### src/rtl/mc_pkg.sv
// mc_pkg: shared encodings for the multicycle controller -- FSM states,
// opcode/funct constants, instruction classes and datapath select codes.
package mc_pkg;

   typedef enum logic [3:0] {
      FETCH = 4'd0,
      DCD   = 4'd1,
      EXE   = 4'd2,
      MA    = 4'd3,
      WB    = 4'd4,
      BR    = 4'd5,
      JMP   = 4'd6,
      HALT  = 4'd7
   } state_t;

   typedef enum logic [3:0] {
      CLS_ILLEGAL = 4'd0,
      CLS_RALU    = 4'd1,
      CLS_ORI     = 4'd2,
      CLS_LUI     = 4'd3,
      CLS_LW      = 4'd4,
      CLS_SW      = 4'd5,
      CLS_BEQ     = 4'd6,
      CLS_J       = 4'd7,
      CLS_JAL     = 4'd8,
      CLS_JR      = 4'd9
   } instr_class_t;

   localparam logic [5:0] OP_RTYPE = 6'b000000;
   localparam logic [5:0] OP_ORI   = 6'b001101;
   localparam logic [5:0] OP_LW    = 6'b100011;
   localparam logic [5:0] OP_SW    = 6'b101011;
   localparam logic [5:0] OP_BEQ   = 6'b000100;
   localparam logic [5:0] OP_LUI   = 6'b001111;
   localparam logic [5:0] OP_J     = 6'b000010;
   localparam logic [5:0] OP_JAL   = 6'b000011;

   localparam logic [5:0] FN_ADDU  = 6'b100001;
   localparam logic [5:0] FN_SUBU  = 6'b100011;
   localparam logic [5:0] FN_JR    = 6'b001000;

   localparam logic [2:0] ALU_ADD  = 3'd0;
   localparam logic [2:0] ALU_SUB  = 3'd1;
   localparam logic [2:0] ALU_OR   = 3'd2;
   localparam logic [2:0] ALU_LUI  = 3'd3;

   localparam logic [1:0] EXT_ZERO  = 2'd0;
   localparam logic [1:0] EXT_SIGN  = 2'd1;
   localparam logic [1:0] EXT_UPPER = 2'd2;

   localparam logic [1:0] RD_RT    = 2'd0;
   localparam logic [1:0] RD_RD    = 2'd1;
   localparam logic [1:0] RD_R31   = 2'd2;

   localparam logic [1:0] WD_ALU   = 2'd0;
   localparam logic [1:0] WD_MEM   = 2'd1;
   localparam logic [1:0] WD_PC4   = 2'd2;

endpackage

### src/rtl/mc_if.sv
// mc_if: bus between the multicycle controller and the fetch/datapath side.
// The slave modport is the controller; the master modport is whoever supplies
// the instruction word and ALU flag and consumes the control strobes.
interface mc_if;
   logic [31:0] instr;
   logic        zero;
   logic        ir_wr;
   logic        pc_wr;
   logic        npc_sel;
   logic        j;
   logic        jal;
   logic        jr;
   logic        reg_wr;
   logic        mem_wr;
   logic [2:0]  alu_op;
   logic        alu_src;
   logic [1:0]  ext_op;
   logic [1:0]  reg_dst;
   logic [1:0]  wd_sel;
   logic        illegal;
   logic [3:0]  state;
   logic [31:0] instret;

   modport slave (
      input  instr, zero,
      output ir_wr, pc_wr, npc_sel, j, jal, jr, reg_wr, mem_wr,
             alu_op, alu_src, ext_op, reg_dst, wd_sel, illegal, state, instret
   );

   modport master (
      output instr, zero,
      input  ir_wr, pc_wr, npc_sel, j, jal, jr, reg_wr, mem_wr,
             alu_op, alu_src, ext_op, reg_dst, wd_sel, illegal, state, instret
   );
endinterface

### src/rtl/mc_decode.sv
// mc_decode: purely combinational decoder from the latched instruction word
// to an instruction class plus the datapath selects that class needs.
module mc_decode
   import mc_pkg::*;
(
   input  logic [31:0]  i_instr,
   output instr_class_t o_class,
   output logic [2:0]   o_aluOp,
   output logic         o_aluSrc,
   output logic [1:0]   o_extOp,
   output logic [1:0]   o_regDst,
   output logic [1:0]   o_wdSel
);

   logic [5:0] w_op;
   logic [5:0] w_funct;
   logic       w_unusedFields;

   assign w_op           = i_instr[31:26];
   assign w_funct        = i_instr[5:0];
   // Register and immediate fields are consumed by the datapath, not here.
   assign w_unusedFields = ^i_instr[25:6];

   // Classify opcode/funct; anything not matched stays illegal with neutral selects
   always_comb begin
      o_class  = CLS_ILLEGAL;
      o_aluOp  = ALU_ADD;
      o_aluSrc = 1'b0;
      o_extOp  = EXT_ZERO;
      o_regDst = RD_RT;
      o_wdSel  = WD_ALU;
      case (w_op)
         OP_RTYPE: begin
            case (w_funct)
               FN_ADDU: begin
                  o_class  = CLS_RALU;
                  o_regDst = RD_RD;
               end
               FN_SUBU: begin
                  o_class  = CLS_RALU;
                  o_aluOp  = ALU_SUB;
                  o_regDst = RD_RD;
               end
               FN_JR:   o_class = CLS_JR;
               default: ;
            endcase
         end
         OP_ORI: begin
            o_class  = CLS_ORI;
            o_aluOp  = ALU_OR;
            o_aluSrc = 1'b1;
            o_extOp  = EXT_ZERO;
         end
         OP_LUI: begin
            o_class  = CLS_LUI;
            o_aluOp  = ALU_LUI;
            o_aluSrc = 1'b1;
            o_extOp  = EXT_UPPER;
         end
         OP_LW: begin
            o_class  = CLS_LW;
            o_aluSrc = 1'b1;
            o_extOp  = EXT_SIGN;
            o_wdSel  = WD_MEM;
         end
         OP_SW: begin
            o_class  = CLS_SW;
            o_aluSrc = 1'b1;
            o_extOp  = EXT_SIGN;
         end
         OP_BEQ: begin
            o_class  = CLS_BEQ;
            o_aluOp  = ALU_SUB;
            o_extOp  = EXT_SIGN;
         end
         OP_J:    o_class = CLS_J;
         OP_JAL: begin
            o_class  = CLS_JAL;
            o_regDst = RD_R31;
            o_wdSel  = WD_PC4;
         end
         default: ;
      endcase
   end

endmodule

### src/rtl/mc_ctrl.sv
// mc_ctrl: multicycle MIPS-subset controller. Owns the FSM, the instruction
// latch and the retired-instruction counter. Define CTRL_PERF_CNT_EN to build
// the instret counter; otherwise instret reads as zero.
// ILLEGAL_HALT=1 parks the FSM in HALT on an undecodable instruction.
module mc_ctrl
   import mc_pkg::*;
#(
   parameter bit ILLEGAL_HALT = 1'b0
)
(
   input  logic clk,
   input  logic reset,
   mc_if.slave  bus
);

   state_t       r_state;
   logic [31:0]  r_instr;

   instr_class_t w_class;
   logic [2:0]   w_aluOp;
   logic         w_aluSrc;
   logic [1:0]   w_extOp;
   logic [1:0]   w_regDst;
   logic [1:0]   w_wdSel;

   logic w_irWr;
   logic w_pcWr;
   logic w_npcSel;
   logic w_j;
   logic w_jal;
   logic w_jr;
   logic w_regWr;
   logic w_memWr;
   logic w_illegal;
   logic w_unusedZero;

   // Branch resolution happens in the fetch stage, which sees zero directly.
   assign w_unusedZero = bus.zero;

   mc_decode u_decode (
      .i_instr  (r_instr),
      .o_class  (w_class),
      .o_aluOp  (w_aluOp),
      .o_aluSrc (w_aluSrc),
      .o_extOp  (w_extOp),
      .o_regDst (w_regDst),
      .o_wdSel  (w_wdSel)
   );

   // State sequencing; the instruction word is captured only on leaving FETCH
   always_ff @(posedge clk) begin
      if (reset) begin
         r_state <= FETCH;
         r_instr <= '0;
      end else begin
         case (r_state)
            FETCH: begin
               r_instr <= bus.instr;
               r_state <= DCD;
            end
            DCD: begin
               case (w_class)
                  CLS_RALU, CLS_ORI, CLS_LUI, CLS_LW, CLS_SW: r_state <= EXE;
                  CLS_BEQ:                                    r_state <= BR;
                  CLS_J, CLS_JAL, CLS_JR:                     r_state <= JMP;
                  default: begin
                     if (ILLEGAL_HALT) r_state <= HALT;
                     else              r_state <= FETCH;
                  end
               endcase
            end
            EXE: begin
               if (w_class == CLS_LW || w_class == CLS_SW) r_state <= MA;
               else                                         r_state <= WB;
            end
            MA: begin
               if (w_class == CLS_LW) r_state <= WB;
               else                   r_state <= FETCH;
            end
            WB, BR, JMP: r_state <= FETCH;
            HALT:        r_state <= HALT;
            default:     r_state <= FETCH;
         endcase
      end
   end

   // Moore strobes decoded from state and class; all held low while reset is asserted
   always_comb begin
      w_irWr    = 1'b0;
      w_pcWr    = 1'b0;
      w_npcSel  = 1'b0;
      w_j       = 1'b0;
      w_jal     = 1'b0;
      w_jr      = 1'b0;
      w_regWr   = 1'b0;
      w_memWr   = 1'b0;
      w_illegal = 1'b0;
      if (!reset) begin
         case (r_state)
            FETCH: w_irWr = 1'b1;
            DCD: begin
               if (w_class == CLS_ILLEGAL) begin
                  w_illegal = 1'b1;
                  w_pcWr    = !ILLEGAL_HALT;
               end
            end
            MA: begin
               if (w_class == CLS_SW) begin
                  w_memWr = 1'b1;
                  w_pcWr  = 1'b1;
               end
            end
            WB: begin
               w_regWr = 1'b1;
               w_pcWr  = 1'b1;
            end
            BR: begin
               w_npcSel = 1'b1;
               w_pcWr   = 1'b1;
            end
            JMP: begin
               w_pcWr  = 1'b1;
               w_j     = (w_class == CLS_J);
               w_jal   = (w_class == CLS_JAL);
               w_jr    = (w_class == CLS_JR);
               w_regWr = (w_class == CLS_JAL);
            end
            default: ;
         endcase
      end
   end

   assign bus.ir_wr   = w_irWr;
   assign bus.pc_wr   = w_pcWr;
   assign bus.npc_sel = w_npcSel;
   assign bus.j       = w_j;
   assign bus.jal     = w_jal;
   assign bus.jr      = w_jr;
   assign bus.reg_wr  = w_regWr;
   assign bus.mem_wr  = w_memWr;
   assign bus.illegal = w_illegal;
   assign bus.alu_op  = (r_state == BR) ? ALU_SUB : w_aluOp;
   assign bus.alu_src = w_aluSrc;
   assign bus.ext_op  = w_extOp;
   assign bus.reg_dst = w_regDst;
   assign bus.wd_sel  = w_wdSel;
   assign bus.state   = r_state;

`ifdef CTRL_PERF_CNT_EN
   logic [31:0] r_instret;

   // Count every PC update except the one that skips an illegal word; wraps naturally
   always_ff @(posedge clk) begin
      if (reset) begin
         r_instret <= '0;
      end else if (w_pcWr && !w_illegal) begin
         r_instret <= r_instret + 32'd1;
      end
   end

   assign bus.instret = r_instret;
`else
   assign bus.instret = '0;
`endif

endmodule

### src/flat_wrapper.sv
// flat-port wrapper written by rule: the top's interface ports become plain ports
module mc_ctrl_flat import mc_pkg::*;
#(
   parameter bit ILLEGAL_HALT = 1'b0
)
  (clk, reset, bus_instr, bus_zero, bus_ir_wr, bus_pc_wr, bus_npc_sel, bus_j, bus_jal, bus_jr, bus_reg_wr, bus_mem_wr, bus_alu_op, bus_alu_src, bus_ext_op, bus_reg_dst, bus_wd_sel, bus_illegal, bus_state, bus_instret);
  mc_if bus_i ();
  input  logic clk;
  input  logic reset;
  input wire logic [$bits(bus_i.instr)-1:0] bus_instr;
  input wire logic [$bits(bus_i.zero)-1:0] bus_zero;
  output wire logic [$bits(bus_i.ir_wr)-1:0] bus_ir_wr;
  output wire logic [$bits(bus_i.pc_wr)-1:0] bus_pc_wr;
  output wire logic [$bits(bus_i.npc_sel)-1:0] bus_npc_sel;
  output wire logic [$bits(bus_i.j)-1:0] bus_j;
  output wire logic [$bits(bus_i.jal)-1:0] bus_jal;
  output wire logic [$bits(bus_i.jr)-1:0] bus_jr;
  output wire logic [$bits(bus_i.reg_wr)-1:0] bus_reg_wr;
  output wire logic [$bits(bus_i.mem_wr)-1:0] bus_mem_wr;
  output wire logic [$bits(bus_i.alu_op)-1:0] bus_alu_op;
  output wire logic [$bits(bus_i.alu_src)-1:0] bus_alu_src;
  output wire logic [$bits(bus_i.ext_op)-1:0] bus_ext_op;
  output wire logic [$bits(bus_i.reg_dst)-1:0] bus_reg_dst;
  output wire logic [$bits(bus_i.wd_sel)-1:0] bus_wd_sel;
  output wire logic [$bits(bus_i.illegal)-1:0] bus_illegal;
  output wire logic [$bits(bus_i.state)-1:0] bus_state;
  output wire logic [$bits(bus_i.instret)-1:0] bus_instret;
  assign bus_i.instr = bus_instr;
  assign bus_i.zero = bus_zero;
  assign bus_ir_wr = bus_i.ir_wr;
  assign bus_pc_wr = bus_i.pc_wr;
  assign bus_npc_sel = bus_i.npc_sel;
  assign bus_j = bus_i.j;
  assign bus_jal = bus_i.jal;
  assign bus_jr = bus_i.jr;
  assign bus_reg_wr = bus_i.reg_wr;
  assign bus_mem_wr = bus_i.mem_wr;
  assign bus_alu_op = bus_i.alu_op;
  assign bus_alu_src = bus_i.alu_src;
  assign bus_ext_op = bus_i.ext_op;
  assign bus_reg_dst = bus_i.reg_dst;
  assign bus_wd_sel = bus_i.wd_sel;
  assign bus_illegal = bus_i.illegal;
  assign bus_state = bus_i.state;
  assign bus_instret = bus_i.instret;
  mc_ctrl #(.ILLEGAL_HALT(ILLEGAL_HALT)) u_core (.clk(clk), .reset(reset), .bus(bus_i));
endmodule
### config.mk
export PLATFORM = sky130hd
export DESIGN_NAME = mc_ctrl_flat
export DESIGN_NICKNAME = d
export VERILOG_FILES = /design/src/rtl/mc_pkg.sv /design/src/rtl/mc_if.sv /design/src/rtl/mc_decode.sv /design/src/rtl/mc_ctrl.sv /design/src/flat_wrapper.sv
export SDC_FILE = /design/constraint.sdc
export NUM_CORES = 1
export LEC_CHECK = 0
export ABC_AREA = 1
export CORE_AREA = 2 2 82 84
export CTS_CLUSTER_SIZE = 28
export DETAILED_ROUTE_END_ITERATION = 8
export DIE_AREA = 0 0 84 86
export PLACE_DENSITY = 0.65
export SYNTH_ARGS = -nofsm -noshare
export SYNTH_HDL_FRONTEND = slang
export SYNTH_HIERARCHICAL = 1
export SYNTH_SLANG_ARGS = --single-unit
### constraint.sdc
create_clock -name clk -period 3.3 [get_ports clk]
set_clock_uncertainty 0.15 [all_clocks]
set_input_delay 0.66 -clock clk [delete_from_list [all_inputs] [get_ports clk]]
set_output_delay 0.66 -clock clk [all_outputs]
set_load 0.02 [all_outputs]
==> results of run 1 <==
==> sequential cells by signal (all words and copies together), names as in the netlist <==
register / flops
u_core/bus.state: 3
u_core/r_instr: 12
==> critical path, cell delays in order (launching register included) <==
cell	delay (ns)
dfxtp_1	0.41
nor2_1	0.10
nand3_1	0.13
nand2_1	0.07
nor2_1	0.10
nand2_1	0.07
inv_1	0.11
nand2_1	0.08
inv_1	0.09
nand4_1	0.15
nor2_1	0.12
clkdlybuf4s50_1	0.61
==> through the flow <==
step | hold WS [ns] | utilization, % | setup slack, ns | instance area (µm²) | cells
global route | 0.3902 | 27.37 | 0.01928 | 1718 | 325
detailed placement | 0.3533 | 26.35 | 0.2726 | 1654 | 321
finish | 0.3620 | 27.37 | 0.2086 | 1718 | 325
global placement | 0.3500 | 26.35 | 0.2523 | 1654 | 321
floorplan | 0.3333 | - | 0.8088 | 1563 | 251
CTS | 0.3645 | 27.13 | 0.07754 | 1703 | 325
==> final cells by class <==
cell class / count / area, µm²
fillers: 704 / 4559
multi-input cells: 163 / 780.7
repair buffers: 37 / 370.4
flip-flops and latches: 15 / 305.3
inverters: 29 / 116.4
well taps: 77 / 96.34
clock buffers: 3 / 41.29
clock inverters: 1 / 7.507
==> how the worst min path moves through the flow <==
stage                   endpoint  slack [ns]  depth (start not counted)
3_5_place_dp   u_core/r_instr[2]        0.35                          2
4_1_cts        u_core/r_instr[4]        0.36                          2
3_3_place_gp   u_core/r_instr[2]        0.35                          2
6_report       u_core/r_instr[5]        0.36                          2
5_1_grt        u_core/r_instr[0]        0.39                          2
2_1_floorplan  u_core/r_instr[5]        0.33                          2
==> placed cells by master, fill, tap and decap left out, drive strengths merged <==
cell / n
nand4: 6
a21oi: 4
inv: 28
clkinv: 1
clkinvlp: 1
nor2: 57
conb: 34
nand3: 20
nor3: 3
buf: 3
clkbuf: 3
dfxtp: 15
nand2: 25
dlymetal6s2s: 3
clkdlybuf4s50: 31
o21ai: 14
==> power breakdown <==
group	internal [mW]	switching, mW	total, mW
combinational	0.167	0.304	0.470
clock	0.0848	0.0668	0.152
sequential	0.228	0.0553	0.284
total	0.480	0.426	0.906
==> routing by layer <==
metal,global-route usage (%),part of all wire (%),up-vias
met2,13.89,45,52
met1,9.317,46,493
met3,1.829,6.0,9
li1,-,-,664
met5,0,0,-
met4,3.812,2.3,0
==> repair_timing <==
action | 4_1_cts | 5_1_grt
hold buffers | 0 | 0
hold endpoints to repair | 0 | 0
setup buffers | 0 | 0
gates resized for setup | 0 | 8
endpoints found under the setup margin | 0 | 4
==> results.toml, run 1 <==
[floorplan]
placeableCoreArea_mm2 = 0.006277
io-pin-count = 90
num_rows = 29
die_y_um = 86
die_span_x_um = 84
die_area_mm2 = 0.007224
start_util_pct = 22.98

[clock_network]
numClockSinks = 15
htreeDepth = 1
clock_insertion_delay_worst_skew_ns = 0.25
clk_root_buffer_cell = "clkbuf_8"
cts_buffer_depth = 2
tritoncts = "built"
cts_inserted_buffers = 3
clk_transition_reported_paths_ns = 0.07

[synth]
syn_avg_cell_area_um2 = 6.587
synth_area_mm2 = 0.001443
ys_warn_count = 6
postSynthCellCount = 219

[place]
hpwl_mm = 2.455
finalWeightedCongestion = 0.8148
port_buffers = 34

[global_routing]
vias_in_the_first_global_route = 1113
grt_util_all_layers_pct = 7.993
globalRouteOverflowTotal = 0
antenna_found_initial = 0
grt_start_max_net_pins = 15
grt_pass1_wl_mm = 4.705

[critical_path]
cp_max_fo = 4
critical_path.startpoint_type = "register"
worst_r2r_startpoint = "u_core/r_instr[31]"
crit_path_end = "bus_jal"
reg2reg_setup_slack_ns = 1.53
rr_endpoint = "u_core/bus.state[2]"
crit_type = "register to primary output"
worst-endpoint-required_ns = 2.49
reg2reg_depth = 12
worstSetupStartpoint = "u_core/r_instr[30]"
setup.worst_path.end_class = "primary output"
cp.arrival_ns = 2.28

[sta]
timing_hold_violations_final = 0
setup_violations = 0
rsz0062_at_grt = "no"
finalSetupTns_ns = 0
fmaxAchievable_mhz = 323.5
final_max_slew_viol_count = 0
fin_crit_sh_pct = 93.68
min_period_ns = 3.091

[power_and_ir_drop]
power_leakage_nw = 0.8714
power.ir.vdd_worst_mv = 0.2025
power-per-cell-area_mw_per_mm2 = 527.1
fin_total_pwr_mw = 0.9056

[drt]
drc_errors_left = 0
postRouteWirelength_mm = 2.877
vias = 1218
detailedRoute.firstIterationViolations = 30
ant_nets = 0
post_drt_wl_per_cell_um = 8.852
dr.pass1.iters = 4
vias_per_cell = 3.748

[layout]
net_count_reported_at_finish = 284
drive_gt1_share_pct = 15.32
area_growth_pct = 19.08
n_antenna_cell = 0

[min_path]
hold_path.startpoint = "u_core/r_instr[5]"
min-delay-path-class = "register to register"

[job]
max_cap_violations = 0

[outcome]
outcome = "finished, final reports clean"
Power figures use the tool's default switching activity.
==> run 2, diff against run 1 <==
--- a/config.mk
+++ b/config.mk
@@ -5,12 +5,11 @@
 export SDC_FILE = /design/constraint.sdc
 export NUM_CORES = 1
 export LEC_CHECK = 0
-export ABC_AREA = 1
-export CORE_AREA = 2 2 82 84
+export CORE_AREA = 2 2 81 83
 export CTS_CLUSTER_SIZE = 28
 export DETAILED_ROUTE_END_ITERATION = 8
-export DIE_AREA = 0 0 84 86
-export PLACE_DENSITY = 0.65
+export DIE_AREA = 0 0 83 85
+export PLACE_DENSITY = 0.66
 export SYNTH_ARGS = -nofsm -noshare
 export SYNTH_HDL_FRONTEND = slang
 export SYNTH_HIERARCHICAL = 1
==> results.toml, run 2 <==
[global_routing]
vias_in_the_first_global_route = 1186
grt_util_all_layers_pct = 9.150
grt_start_max_net_pins = 17
globalRouteOverflowTotal = 0
grt_pass1_wl_mm = 5.375
antenna_found_initial = 0

[drt]
drc_errors_left = 0
detailedRoute.firstIterationViolations = 48
dr.pass1.iters = 4
vias_per_cell = 4.239
ant_nets = 0
post_drt_wl_per_cell_um = 10.85
postRouteWirelength_mm = 3.365
vias = 1314

[sta]
timing_worst_slew_pin_value_ns = 0.5369
finalSetupTns_ns = 0
fin_crit_sh_pct = 97.33
max_slew_margin_pct = 64.16
setup_violations = 0
min_period_ns = 3.212
rsz0062_at_grt = "no"
fin_hold_ws_ns = 0.3119
timing_hold_violations_final = 0
fmaxAchievable_mhz = 311.4
final_max_slew_viol_count = 0

[clock_network]
htreeDepth = 1
clock_insertion_delay_worst_skew_ns = 0.25
numClockSinks = 15
clk_transition_reported_paths_ns = 0.06
cts_inserted_buffers = 3
clk_root_buffer_cell = "clkbuf_8"
tritoncts = "built"
cts_buffer_depth = 2
cts.repair_timing.setup_buffer_count = 0
hold_buffers = 0

[power_and_ir_drop]
internal_cell_power_mw = 0.4986
fin_total_pwr_mw = 0.8581
power-per-cell-area_mw_per_mm2 = 473.9
p_switching_mw = 0.3595
swShare_pct = 41.90
combinationalPowerShare_pct = 52.4
pwr-share-clk_pct = 17.7
power_leakage_nw = 0.7885
share_seq_of_total_power_pct = 29.9
power.ir.vdd_worst_mv = 0.1627

[critical_path]
cp.arrival_ns = 2.40
worst-endpoint-required_ns = 2.49
worstSetupStartpoint = "u_core/r_instr[29]"
crit_type = "register to primary output"
setup.worst_path.end_class = "primary output"
rr_endpoint = "u_core/bus.state[2]"
reg2reg_depth = 7
worst_r2r_startpoint = "u_core/r_instr[29]"
crit_path_end = "bus_pc_wr"
critical_path.startpoint_type = "register"
reg2reg_setup_slack_ns = 0.91
cp_max_fo = 7

[layout]
net_count_reported_at_finish = 269
final_cell_mix = "34 x conb_1, 31 x nand2_1, 26 x clkdlybuf4s50_1"
fin_area_mm2 = 0.001810
largest_register_ffs = 12
n_antenna_cell = 0
largest_register = "u_core/r_instr"
mostFrequentLayoutCell = "conb_1"
area_growth_pct = 24.42
finalNonFillerCells = 310
drive_gt1_share_pct = 18.88

[min_path]
worstHoldPathCells = 2
min-delay-path-class = "register to register"

[synth]
synth_area_mm2 = 0.001455
postSynthCellCount = 198
syn_avg_cell_area_um2 = 7.349
ys_warn_count = 6

[place]
port_buffers = 34
hpwl_mm = 2.713
finalWeightedCongestion = 0.8564
place.detailed.instances = 306
post_dp_cell_area_mm2 = 0.001770

[outcome]
outcome = "finished, final reports clean"

[floorplan]
die_area_mm2 = 0.007055
die_span_x_um = 83
die_y_um = 85
num_rows = 29
placeableCoreArea_mm2 = 0.006205
io-pin-count = 90
start_util_pct = 23.45

[job]
max_cap_violations = 0
==> run 2: critical path, cell delays in order, from the launching register on <==
cell       delay (ns)
dfxtp_1          0.38
or2_2            0.33
o32a_1           0.34
o32ai_2          0.15
or3b_4           0.41
a2bb2oi_1        0.16
o32ai_2          0.19
buf_2            0.20
==> run 2: layer usage <==
layer	wire (µm)	GRT usage, %
met1	1415	10.70
met2	1608	16.20
met3	267	1.265
met4	73	4.918
met5	0	0
==> run 2: area by class of cell <==
| cell class | count | area [µm²] |
|---|---|---|
| clock buffers | 3 | 41.29 |
| fillers | 671 | 4394 |
| well taps | 77 | 96.34 |
| clock inverters | 1 | 5.005 |
| inverters | 4 | 15.01 |
| repair buffers | 55 | 476.7 |
| multi-input cells | 155 | 875.8 |
| flip-flops and latches | 15 | 300.3 |
==> run 2: per-stage QoR <==
| step | utilization (%) | setup WS (ns) |
|---|---|---|
| detailed placement | 28.53 | -0.09701 |
| global route | 29.18 | 0.0006455 |
| CTS | 29.14 | -0.1003 |
| global placement | 28.53 | -0.09192 |
| floorplan | - | 0.1421 |
| finish | 29.18 | 0.08818 |
==> run 2: worst min-delay path by stage <==
stage | slack (ns) | from | to
after floorplan | 0.28 | u_core/r_instr[31] | u_core/r_instr[31]
after global placement | 0.30 | u_core/r_instr[2] | u_core/r_instr[2]
after detailed placement | 0.30 | u_core/r_instr[2] | u_core/r_instr[2]
after CTS | 0.31 | u_core/r_instr[2] | u_core/r_instr[2]
after global routing | 0.34 | u_core/r_instr[3] | u_core/r_instr[3]
final | 0.31 | u_core/r_instr[2] | u_core/r_instr[2]
==> run 2: what timing repair did <==
action                     CTS  global route
cloned                       0             0
setup endpoints to repair    8             7
pin swaps                    0             1
resized for setup           15             9
==> run 2: power by group through the flow <==
stage / registers [mW] / clock network [mW] / logic (mW)
global route: 0.263 / 0.164 / 0.493
finish: 0.256 / 0.152 / 0.450
global placement: 0.258 / 0 / 0.443
floorplan: 0.244 / 0 / 0.392
CTS: 0.256 / 0.155 / 0.446
detailed placement: 0.260 / 0 / 0.448
==> patch 1 (settings of run 2) <==
`ILLEGAL_HALT` is set to 1'b0 in 2 places; all go to 1'b1.
--- a/src/rtl/mc_ctrl.sv
+++ b/src/rtl/mc_ctrl.sv
@@ -7,3 +7,3 @@
 #(
-   parameter bit ILLEGAL_HALT = 1'b0
+   parameter bit ILLEGAL_HALT = 1'b1
 )
--- a/src/flat_wrapper.sv
+++ b/src/flat_wrapper.sv
@@ -3,3 +3,3 @@
 #(
-   parameter bit ILLEGAL_HALT = 1'b0
+   parameter bit ILLEGAL_HALT = 1'b1
 )
Behaviour: not the same (Yosys sat finds a counterexample within 4 cycles, from zero or initial values and one cycle with reset high).
==> patch 1 against run 2 <==
  * Combinational power up 100%
  * Sequential share of layout area up 0.058 points
  * Final area down 0.35%
  * Sequential power up 31%
  * Synthesized area down 0.34%
  * Power up 61%
  * Worst setup slack better by 0.056 ns
  * Routed wire length down 4.9%
  * Sequential cell count unchanged
  * Global-route usage down 0.20 points
  * Core utilization down 0.10 points
  * Largest cell class unchanged
  * Highest routed layer unchanged
==> patch 1: results (changes against run 2) <==
.. list-table::
   :header-rows: 1

   * - Metric
     - Value
   * - Proportion of final cell area spent on non-clock buffers
     - 26.0% (-0.32 points)
   * - Status
     - completed
   * - Setup slack after placement
     - -0.0225 ns (+0.0745 ns)
   * - Multi-input logic portion of the cell area
     - 48.6% (+0.24 points)
   * - Static power due to leakage
     - 0.766 nW (-2.8%)
   * - Layout cells sized above 1
     - 19.4% (+0.51 points)
   * - Via count of the first global-routing pass
     - 1176 (-0.84%)
   * - GR Util met2
     - 15.8% (-0.44 points)
   * - Count of plain and timing-repair buffers in the layout
     - 53 (-3.6%)
   * - Filler cell count
     - 668 (-0.45%)
   * - PostCTS Resize Cnt
     - 9 (-6)
   * - WL met3
     - 140 um (-48%)
   * - Average detailed-routed wire length per instance
     - 10.4 um (-4.6%)
   * - Metal2 WL
     - 1590 um (-1.4%)
   * - Global-route total usage across every layer
     - 8.95% (-0.20 points)
   * - GR Util met3
     - 1.85% (+0.58 points)
   * - Iteration-0 DRC Markers
     - 98 (+100%)
   * - Share of the core filled with cells
     - 29.1% (-0.10 points)
   * - Via-per-instance ratio
     - 4.13 (-2.5%)
   * - Slew at the pin with the worst max-slew slack
     - 0.734 ns (+0.197 ns)
   * - Global-route wire length before repair
     - 5220 um (-2.8%)
   * - Met1 layer wirelength in the final routing
     - 1450 um (+2.5%)
   * - Share of cell area taken by flip-flops and latches
     - 16.6% (+0.058 points)
   * - Worst path top cell family by delay
     - simple AND/OR/NAND/NOR gates
   * - Post-detail-place hpwl
     - 2610 um (-3.9%)
   * - # placed instances
     - 305 (-0.33%)
   * - Number of sequential cells
     - 15 (unchanged)
   * - Fraction of area in clock buffers and inverters
     - 2.57% (+0.0089 points)
   * - Final weighted congestion of routability-driven global placement
     - 0.833 (-2.7%)
   * - Worst supply voltage drop on vdd
     - 0.000223 V (+37%)
==> patch 1: tightest hold or removal path: cells and delay by family (launching register included) <==
family / cells / cell delay [ns]
simple gates: 1 / 0.06
flops: 1 / 0.32
compound gates: 1 / 0.04
==> patch 1: path summary, 6_finish.rpt <==
path                                   start                        endpoint  slack (ns)  depth (start not counted)
min reg2reg   u_core/r_instr[4]$_SDFFE_PP0N_  u_core/r_instr[4]$_SDFFE_PP0N_        0.32                          2
min           u_core/r_instr[4]$_SDFFE_PP0N_  u_core/r_instr[4]$_SDFFE_PP0N_        0.32                          2
max          u_core/r_instr[29]$_SDFFE_PP0N_                      bus_mem_wr        0.14                          6
max reg2reg  u_core/r_instr[29]$_SDFFE_PP0N_  u_core/bus.state[2]$_SDFF_PP0_        0.95                          6
==> patch 1: report_power, final <==
part | internal [W] | switching (W)
clock network | 0.0000833 | 0.0000596
registers | 0.000244 | 0.0000911
logic | 0.000396 | 0.000504
total | 0.000723 | 0.000655
==> patch 2 (config.mk and constraints of run 2) <==
Without the edit above. Add a define of `CTRL_PERF_CNT_EN`.
--- a/src/rtl/mc_ctrl.sv
+++ b/src/rtl/mc_ctrl.sv
@@ -4,2 +4,4 @@
 // ILLEGAL_HALT=1 parks the FSM in HALT on an undecodable instruction.
+`define CTRL_PERF_CNT_EN
+
 module mc_ctrl
Behaviour: not the same (Yosys sat finds a counterexample within 4 cycles, from zero or initial values and one cycle with reset high).
==> patch 2 against run 2 <==
  * Combinational power rose by 94%
  * Global-route usage is 12 points higher
  * Critical endpoint unchanged
  * Final area up 110%
  * Worst setup slack gained 0.030 ns
  * Critical path type unchanged
  * Sequential cell count up 32
  * Routed wire length up 120%
  * Power increased by 120%
  * Synthesized area is 99% higher
  * Fmax is 0.95% higher
  * Clock power is 140% higher
==> patch 2: results (changes against run 2) <==
.. list-table::
   :header-rows: 1

   * - Metric
     - Value
   * - Global-route wire length before repair
     - 12300 um (+130%)
   * - # placed instances
     - 502 (+64%)
   * - Net Sw Frac
     - 37.6% (-4.3 points)
   * - Slowest-stage cell, CP
     - sky130_fd_sc_hd__or4_4
   * - Iteration-0 DRC Markers
     - 96 (+100%)
   * - Delay of the slowest cell on the worst path
     - 0.54 ns (+0.13 ns)
   * - Pin count of the biggest net entering global routing
     - 47 (+30)
   * - Static power due to leakage
     - 1.43 nW (+81%)
   * - Worst supply voltage drop on vdd
     - 0.000259 V (+59%)
   * - GR Util met2
     - 35.6% (+19 points)
   * - Clk slew on worst S/H paths
     - 0.09 ns (+0.03 ns)
   * - Crit Path Max Fanout
     - 5 (-2)
   * - GR Util met3
     - 4.47% (+3.2 points)
   * - Clock latency at the later pin of the worst-skew pair
     - 0.30 ns (+0.05 ns)
   * - Via count of the first global-routing pass
     - 2622 (+120%)
   * - Status
     - completed
   * - Final-stage net count
     - 473 (+76%)
   * - Total routed wirelength
     - 7550 um (+120%)
   * - IO Port Bufs
     - 66 (+94%)
   * - Post-synthesis average cell area
     - 7.90 sq um (+7.4%)
   * - Post-detail-place hpwl
     - 5290 um (+95%)
   * - Via-per-instance ratio
     - 5.63 (+33%)
   * - Worst path top cell family by delay
     - simple AND/OR/NAND/NOR gates
   * - R2R Setup Slk
     - 0.20 ns (-0.71 ns)
   * - Cts bufs inserted
     - 5 (+2)
   * - Final weighted congestion of routability-driven global placement
     - 0.806 (-5.9%)
   * - Flip-flop count of the largest register after layout
     - 32 (+20)
   * - Global-route total usage across every layer
     - 20.7% (+12 points)
   * - Routed vias
     - 2900 (+120%)
   * - Number of H-tree levels
     - 2 (+1)
patch 2: worst paths after layout:
path	endpoint	depth (start not counted)	start
setup reg to reg	u_core/bus.instret[23]$_SDFFE_PP0P_	8	u_core/r_instr[29]$_SDFFE_PP0N_
hold reg to reg	u_core/r_instr[2]$_SDFFE_PP0N_	2	u_core/r_instr[2]$_SDFFE_PP0N_
setup / recovery	bus_pc_wr	7	u_core/r_instr[29]$_SDFFE_PP0N_
hold / removal	u_core/r_instr[2]$_SDFFE_PP0N_	2	u_core/r_instr[2]$_SDFFE_PP0N_
patch 2: area by class of cell:
cell class                      count  area, sq um
Inverter                            8         30.0
Timing Repair Buffer               99          875
Clock buffer                        6         82.6
Multi-Input combinational cell    276         1780
Fill cell                         601         2380
Sequential cell                    47          942
Clock inverter                      2         16.3
Tap cell                           77         96.3
patch 2: metal layers:
layer | up-vias | wire length [um] | part of all wire [%]
met4 | 0 | 74 | 0.98
li1 | 1474 | - | -
met2 | 62 | 3710 | 49
met1 | 1358 | 3470 | 46
met5 | - | 0 | 0
met3 | 6 | 292 | 3.9
patch 2: timing repair:
item,4_1_cts,5_1_grt
endpoints found under the setup margin,8,7
setup buffers,1,4
hold endpoints to repair,0,0
gates resized for setup,25,13
pin swaps,0,1
patch 2: power by group through the flow:
stage | logic, W | clock network (W) | registers [W]
6_report | 0.000871 | 0.000372 | 0.000682
5_1_grt | 0.000950 | 0.000413 | 0.000692
4_1_cts | 0.000832 | 0.000386 | 0.000680
3_5_place_dp | 0.000814 | 0 | 0.000695
3_3_place_gp | 0.000804 | 0 | 0.000692
2_1_floorplan | 0.000535 | 0 | 0.000688
patch 2: tightest hold or removal path: cells and delay by family (launching register included):
family / cells / cell delay [ns]
flops: 1 / 0.32
simple gates: 1 / 0.05
compound gates: 1 / 0.05
patch 2: through the flow:
stage,hold slack (ns),total power (W),setup TNS (ns),instance area [sq um],setup slack (ns)
finish,0.313,0.00193,0,3820,0.118
global route,0.340,0.00206,0,3820,0.0185
CTS,0.313,0.00190,-0.0224,3800,-0.0224
detailed placement,0.299,0.00151,-0.359,3680,-0.107
global placement,0.300,0.00150,-0.312,3680,-0.0984
floorplan,0.285,0.00122,0,2910,0.0123
